**src/rtl/return_address_stack_pkg.sv**
```systemverilog
// Shared types for the return-address predictor: stack op encoding, resolved-branch record, default depth.
// Pure declarations; no timing or flow-control behaviour of its own.
package return_address_stack_pkg;

    localparam int RAS_DEPTH_DEFAULT = 8;

    typedef enum logic [1:0] {
        RAS_NONE     = 2'b00,
        RAS_POP      = 2'b01,
        RAS_PUSH     = 2'b10,
        RAS_PUSH_POP = 2'b11
    } ras_op_t;

    typedef struct packed {
        logic        valid;
        logic [31:0] pc;
        logic        is_call;
        logic        is_return;
    } branch_results_t;

    function automatic ras_op_t to_ras_op(input logic push, input logic pop);
        return ras_op_t'({push, pop});
    endfunction

endpackage

```
**src/rtl/return_address_stack_if.sv**
```systemverilog
// Fetch/branch-unit signal bundle for the return-address stack.
// Master drives requests and resolved branches; slave (the stack) returns the predicted target.
interface return_address_stack_if;
    import return_address_stack_pkg::*;

    logic            fetch_push;
    logic [31:0]     fetch_push_addr;
    logic            fetch_pop;
    logic [31:0]     ras_top_addr;
    logic            ras_top_valid;
    branch_results_t br_results;
    logic            branch_flush;
    logic            gc_flush;

    modport master (
        output fetch_push, fetch_push_addr, fetch_pop, br_results, branch_flush, gc_flush,
        input  ras_top_addr, ras_top_valid
    );

    modport slave (
        input  fetch_push, fetch_push_addr, fetch_pop, br_results, branch_flush, gc_flush,
        output ras_top_addr, ras_top_valid
    );

endinterface

```
**src/rtl/return_address_stack_ptr_tracker.sv**
```systemverilog
// Stack pointer + saturating occupancy count driven by a ras_op_t, with an override load.
// One-cycle update; upd_* outputs expose the post-op value before any load; never stalls.
module ras_ptr_tracker
    import return_address_stack_pkg::*;
#(
    parameter int DEPTH = RAS_DEPTH_DEFAULT,
    localparam int PTR_W = $clog2(DEPTH)
) (
    input  logic             clk_i,
    input  logic             rst_i,
    input  ras_op_t          op_i,
    input  logic             load_i,
    input  logic [PTR_W-1:0] load_ptr_i,
    input  logic [PTR_W:0]   load_count_i,
    output logic [PTR_W-1:0] ptr_o,
    output logic [PTR_W:0]   count_o,
    output logic [PTR_W-1:0] upd_ptr_o,
    output logic [PTR_W:0]   upd_count_o
);

    localparam logic [PTR_W:0] FULL = (PTR_W+1)'(DEPTH);

    logic [PTR_W-1:0] ptr_q, ptr_d;
    logic [PTR_W:0]   count_q, count_d;

    always_comb begin
        upd_ptr_o   = ptr_q;
        upd_count_o = count_q;
        case (op_i)
            RAS_PUSH: begin
                upd_ptr_o   = ptr_q + PTR_W'(1);
                upd_count_o = (count_q == FULL) ? FULL : count_q + (PTR_W+1)'(1);
            end
            RAS_POP: begin
                // Pointer moves even when empty so it stays in step with the other tracker.
                upd_ptr_o   = ptr_q - PTR_W'(1);
                upd_count_o = (count_q == '0) ? '0 : count_q - (PTR_W+1)'(1);
            end
            default: ;
        endcase
    end

    assign ptr_d   = load_i ? load_ptr_i   : upd_ptr_o;
    assign count_d = load_i ? load_count_i : upd_count_o;

    always_ff @(posedge clk_i) begin
        if (!rst_i) begin
            ptr_q   <= '0;
            count_q <= '0;
        end else begin
            ptr_q   <= ptr_d;
            count_q <= count_d;
        end
    end

    assign ptr_o   = ptr_q;
    assign count_o = count_q;

endmodule

```
**src/rtl/return_address_stack.sv**
```systemverilog
// Return-address predictor: speculative stack from fetch, committed pointer from the branch unit for flush repair.
// Top-of-stack read is combinational (zero latency, no same-cycle bypass); accepts every request, no backpressure.
module return_address_stack
    import return_address_stack_pkg::*;
#(
    parameter int DEPTH = RAS_DEPTH_DEFAULT
) (
    input  logic                    clk,
    input  logic                    rst,
    return_address_stack_if.slave   ras
);

    localparam int PTR_W = $clog2(DEPTH);

    logic [31:0] stack_q [DEPTH];

    logic             flush;
    ras_op_t          spec_op, commit_op;
    logic [PTR_W-1:0] spec_ptr, spec_upd_ptr, commit_ptr, commit_upd_ptr;
    logic [PTR_W:0]   spec_count, spec_upd_count, commit_count, commit_upd_count;
    logic             spec_we, repair_we;
    logic [31:0]      repair_dat;

    assign flush = (ras.branch_flush & ras.br_results.valid) | ras.gc_flush;

    assign spec_op   = flush ? RAS_NONE : to_ras_op(ras.fetch_push, ras.fetch_pop);
    assign commit_op = ras.br_results.valid
                     ? to_ras_op(ras.br_results.is_call, ras.br_results.is_return)
                     : RAS_NONE;

    ras_ptr_tracker #(.DEPTH(DEPTH)) spec_trk (
        .clk_i        (clk),
        .rst_i        (rst),
        .op_i         (spec_op),
        .load_i       (flush),
        .load_ptr_i   (commit_upd_ptr),
        .load_count_i (commit_upd_count),
        .ptr_o        (spec_ptr),
        .count_o      (spec_count),
        .upd_ptr_o    (spec_upd_ptr),
        .upd_count_o  (spec_upd_count)
    );

    ras_ptr_tracker #(.DEPTH(DEPTH)) commit_trk (
        .clk_i        (clk),
        .rst_i        (rst),
        .op_i         (commit_op),
        .load_i       (1'b0),
        .load_ptr_i   ('0),
        .load_count_i ('0),
        .ptr_o        (commit_ptr),
        .count_o      (commit_count),
        .upd_ptr_o    (commit_upd_ptr),
        .upd_count_o  (commit_upd_count)
    );

    // Push and push+pop both write at the post-op pointer, so the updated pointer is the write index.
    assign spec_we    = ras.fetch_push & ~flush;
    assign repair_we  = ras.br_results.valid & ras.br_results.is_call;
    assign repair_dat = ras.br_results.pc + 32'd4;

    always_ff @(posedge clk) begin
        if (rst) begin
            if (repair_we)
                stack_q[commit_upd_ptr] <= repair_dat;
            // Later assignment wins a same-index collision with the repair write.
            if (spec_we)
                stack_q[spec_upd_ptr] <= ras.fetch_push_addr;
        end
    end

    assign ras.ras_top_addr  = stack_q[spec_ptr];
    assign ras.ras_top_valid = (spec_count != '0);

endmodule

```
**src/flat_wrapper.sv**
```systemverilog
// flat-port wrapper written by rule: the top's interface ports become plain ports
module return_address_stack_flat import return_address_stack_pkg::*;
#(
    parameter int DEPTH = RAS_DEPTH_DEFAULT
)
  (clk, rst, ras_fetch_push, ras_fetch_push_addr, ras_fetch_pop, ras_br_results, ras_branch_flush, ras_gc_flush, ras_ras_top_addr, ras_ras_top_valid);
  return_address_stack_if ras_i ();
  input  logic clk;
  input  logic rst;
  input wire logic [$bits(ras_i.fetch_push)-1:0] ras_fetch_push;
  input wire logic [$bits(ras_i.fetch_push_addr)-1:0] ras_fetch_push_addr;
  input wire logic [$bits(ras_i.fetch_pop)-1:0] ras_fetch_pop;
  input wire logic [$bits(ras_i.br_results)-1:0] ras_br_results;
  input wire logic [$bits(ras_i.branch_flush)-1:0] ras_branch_flush;
  input wire logic [$bits(ras_i.gc_flush)-1:0] ras_gc_flush;
  output wire logic [$bits(ras_i.ras_top_addr)-1:0] ras_ras_top_addr;
  output wire logic [$bits(ras_i.ras_top_valid)-1:0] ras_ras_top_valid;
  assign ras_i.fetch_push = ras_fetch_push;
  assign ras_i.fetch_push_addr = ras_fetch_push_addr;
  assign ras_i.fetch_pop = ras_fetch_pop;
  assign ras_i.br_results = ras_br_results;
  assign ras_i.branch_flush = ras_branch_flush;
  assign ras_i.gc_flush = ras_gc_flush;
  assign ras_ras_top_addr = ras_i.ras_top_addr;
  assign ras_ras_top_valid = ras_i.ras_top_valid;
  return_address_stack #(.DEPTH(DEPTH)) u_core (.clk(clk), .rst(rst), .ras(ras_i));
endmodule
```
**config.mk**
```make
export PLATFORM = sky130hd
export DESIGN_NAME = return_address_stack_flat
export DESIGN_NICKNAME = d
export VERILOG_FILES = /design/src/rtl/return_address_stack_pkg.sv /design/src/rtl/return_address_stack_if.sv /design/src/rtl/return_address_stack_ptr_tracker.sv /design/src/rtl/return_address_stack.sv /design/src/flat_wrapper.sv
export SDC_FILE = /design/constraint.sdc
export NUM_CORES = 1
export LEC_CHECK = 0
export ABC_AREA = 1
export CAP_MARGIN = 20
export CORE_MARGIN = 2
export CORE_UTILIZATION = 51
export DETAILED_ROUTE_END_ITERATION = 10
export GPL_TIMING_DRIVEN = 1
export PLACE_DENSITY = 0.82
export SLEW_MARGIN = 20
export SYNTH_ARGS = -nofsm -noshare
export SYNTH_HDL_FRONTEND = slang
export SYNTH_SLANG_ARGS = --single-unit
```
**constraint.sdc**
```tcl
create_clock -name clk -period 4.5 [get_ports clk]
set_clock_uncertainty 0.05 [all_clocks]
set_input_delay 0.675 -clock clk [delete_from_list [all_inputs] [get_ports clk]]
set_output_delay 0.675 -clock clk [all_outputs]
set_load 0.03 [all_outputs]
```
==> impl_metrics.yaml <==
power_and_ir_drop:
  powerDensity_nw_per_um2: 387.4
  clkPwrFrac_pct: 36.9
  p_sw_mw: 1.877
  p_total_mw: 6.647
  ir_worst_vdd_mv: 0.2991
  seq_power_share_pct: 43.6
  internal-power_mw: 4.770
  p_leak_nw: 6.765
  combPwrFrac_pct: 19.5
  swShare_pct: 28.23
global_route:
  antenna_found_initial: 2
  grt-busiest-layer: "met2"
  grt_max_degree: 87
  grt_pass1_vias: 12358
  grt_use_total_pct: 27.59
  grt_use_met3_pct: 5.096
  grt_overflow: 0
  use_met1_pct: 35.79
  grt_use_met2_pct: 46.30
  grt_pass1_wl_um: 65830
logic_synthesis:
  synth_cells: 1751
  synth.distinct_cells: 39
  syn_area_um2: 14730
  seq_area_frac_synth_pct: 54.10
  yosysWarnings: 0
  synth_seq_cells: 270
  syn_area_per_cell_um2: 8.411
  ys.flop_type: "edfxtp_1"
  synth_edf_count: 256
  synth_fp_nets: 1834
  ys_async_sr_fraction_pct: 0
clock_tree:
  cts_setup_buffers: 0
  cts_resized: 0
  cts_inserted_buffers: 28
  hold_buffers: 0
  cts.sinks: 270
  clk-insertion-delay-late_ps: 550
  htree_levels: 1
  cts_root_buf: "clkbuf_16"
  cts_tree: "yes"
  cts.path.max_buffers: 3
  cts.clk_slew.worst_paths_ps: 60
critical_path:
  end_kind: "primary output"
  critPathTopFamily: "buffers and inverters"
  worst-r2r-setup-slack_ps: 870
  slowest_delay_ps: 770
  crit_type: "reg -> out"
  cp.required_ps: 3770
  regToRegStartpoint: "u_core.spec_trk.ptr_o[0]$_SDFF_PN0_"
  arrival_ps: 3530
  critical_path_buf_inv_count: 2
  crit_fanout: 57
  r2r_cells: 11
  r2r-end: "u_core.stack_q[2][25]$_DFFE_PP_"
  critPathLaunchType: "register"
  worst_path_max_delay_cell: "dfxtp_4"
  cp_cell_sequence: "buf_4, o21ai_0, o22ai_1, nor2_1, a31oi_1, clkdlybuf4s50_1"
hold_path:
  hold_path_depth: 2
  hp-start: "u_core.spec_trk.count_o[3]$_SDFFE_PN0P_"
  holdPathEnd: "u_core.spec_trk.count_o[3]$_SDFFE_PN0P_"
  min_path_type: "reg -> reg"
route:
  post_drt_wl_per_cell_um: 19.12
  post_drt_via_cell_ratio: 5.827
  drtAntennaViolNets: 0
  drc_errors: 0
  drt_iter0_markers: 1718
  num_vias: 12906
  drt-pass1-iter-count: 5
  routed_wl_um: 42350
sta:
  setup_viol: 0
  fmax_ghz: 0.2350
  fin_crit_sh_pct: 94.55
  slew_headroom_pct: 28.79
  rsz0062_at_grt: "false"
  worstMarginPinSlew_ps: 1064
  hold_violations: 0
  fin_crit_ps: 4255
  finalSetupTns_ps: 0
  holdWs_ps: 471.4
  slew_viol_final: 0
layout:
  final_common_cell: "nand2_1"
  final_layout_size_suffix_gt1_share_pct: 6.991
  area.growth.synth_to_final_pct: 16.49
  diodes: 0
  fin_util_pct: 60.10
  nNetsFinal: 1892
  fin_area_um2: 17160
  mostFrequentLayoutCells: "nand2_1 (490), nor2_1 (278), edfxtp_1 (256)"
place:
  io_buffer_count: 105
  routabilityCongestion: 0.9635
  hpwl_um: 26750
  post_dp_cell_area_um2: 16180
die:
  die_h_um: 173.9
  core_um2: 28550
  num_io_pins: 106
  die_w_um: 173.9
  rows: 62
  die_area_um2: 30250
  initial_core_util_pct: 51.59
outcome:
  status: "finished, final reports clean"
flow_run:
  cap_viol_max_count: 0
[routing by layer]
metal / share of wire [%] / vias up
li1: - / 6031
met3: 11 / 121
met1: 37 / 5952
met5: 0.066 / -
met2: 48 / 798
met4: 3.5 / 4
[worst register-to-register path, cell delays in order, from the launching register on]
cell	delay [ps]
dfxtp_4	770
buf_4	610
fa_1	540
inv_1	60
o21ai_0	120
inv_1	120
nor2_1	90
nand2_2	100
buf_4	490
inv_2	260
nand2_1	130
nand2_1	70
[cell type report]
| type | count | area, um^2 |
|---|---|---|
| Multi-Input combinational cell | 1282 | 5977 |
| Sequential cell | 270 | 7973 |
| Timing Repair Buffer | 140 | 1426 |
| Tap cell | 384 | 480.5 |
| Inverter | 87 | 327.8 |
| Clock inverter | 11 | 161.4 |
| Clock buffer | 41 | 810.8 |
| Fill cell | 2397 | 11390 |
[kinds of logic after synthesis]
logic type	synth area share, %
AND/OR/NAND/NOR	22.25
AO/OA/AOI/OAI	14.78
flip-flops	54.10
buffers and inverters	5.998
XOR/XNOR	1.920
adder cells (fa/ha/maj)	0.9515
[Yosys cell counts, drive strengths merged, types with 2 or more instances]
master	n	area, um^2
a21oi	10	50.05
a31oi	40	250.2
buf	54	337.8
clkbuf	58	219.0
dfxtp	14	280.3
edfxtp	256	7687
fa	2	40.04
ha	8	100.1
inv	86	322.8
nand2	497	1873
nand3	24	125.1
nand3b	4	30.03
nand4	7	43.79
nor2	287	1125
nor3	10	66.32
o21ai	332	1662
o22ai	32	200.2
xnor2	8	100.1
xor2	17	182.7
[flip-flops by register name, indices dropped and copies added, names as in the netlist]
register	flops
u_core.spec_trk.ptr_o	3
u_core.commit_trk.ptr_o	3
u_core.stack_q	256
u_core.spec_trk.count_o	4
u_core.commit_trk.count_o	4
[per-stage QoR]
stage / setup WS [ps] / cells
6_report: 245.2 / 2215
5_1_grt: 163.9 / 2215
4_1_cts: 314.8 / 2215
3_5_place_dp: 431.9 / 2163
3_3_place_gp: 500.0 / 2163
2_1_floorplan: -293.6 / 1751
[power groups by stage]
stage	Sequential [mW]	Clock [mW]	Combinational, mW
3_3_place_gp	2.95	0	1.25
2_1_floorplan	2.92	0	0.814
5_1_grt	2.90	2.56	1.41
6_report	2.90	2.45	1.30
4_1_cts	2.90	2.46	1.29
3_5_place_dp	2.95	0	1.28
[worst max-delay path by stage]
stage	depth (start not counted)	startpoint	endpoint
5_1_grt	6	u_core.spec_trk.ptr_o[0]$_SDFF_PN0_	ras_ras_top_addr[29]
3_3_place_gp	12	ras_br_results[34]	u_core.stack_q[0][6]$_DFFE_PP_
2_1_floorplan	10	ras_br_results[0]	u_core.stack_q[6][0]$_DFFE_PP_
4_1_cts	6	u_core.spec_trk.ptr_o[0]$_SDFF_PN0_	ras_ras_top_addr[29]
3_5_place_dp	12	ras_br_results[34]	u_core.stack_q[0][1]$_DFFE_PP_
6_report	6	u_core.spec_trk.ptr_o[0]$_SDFF_PN0_	ras_ras_top_addr[29]
(Power assumes the default switching activity.)
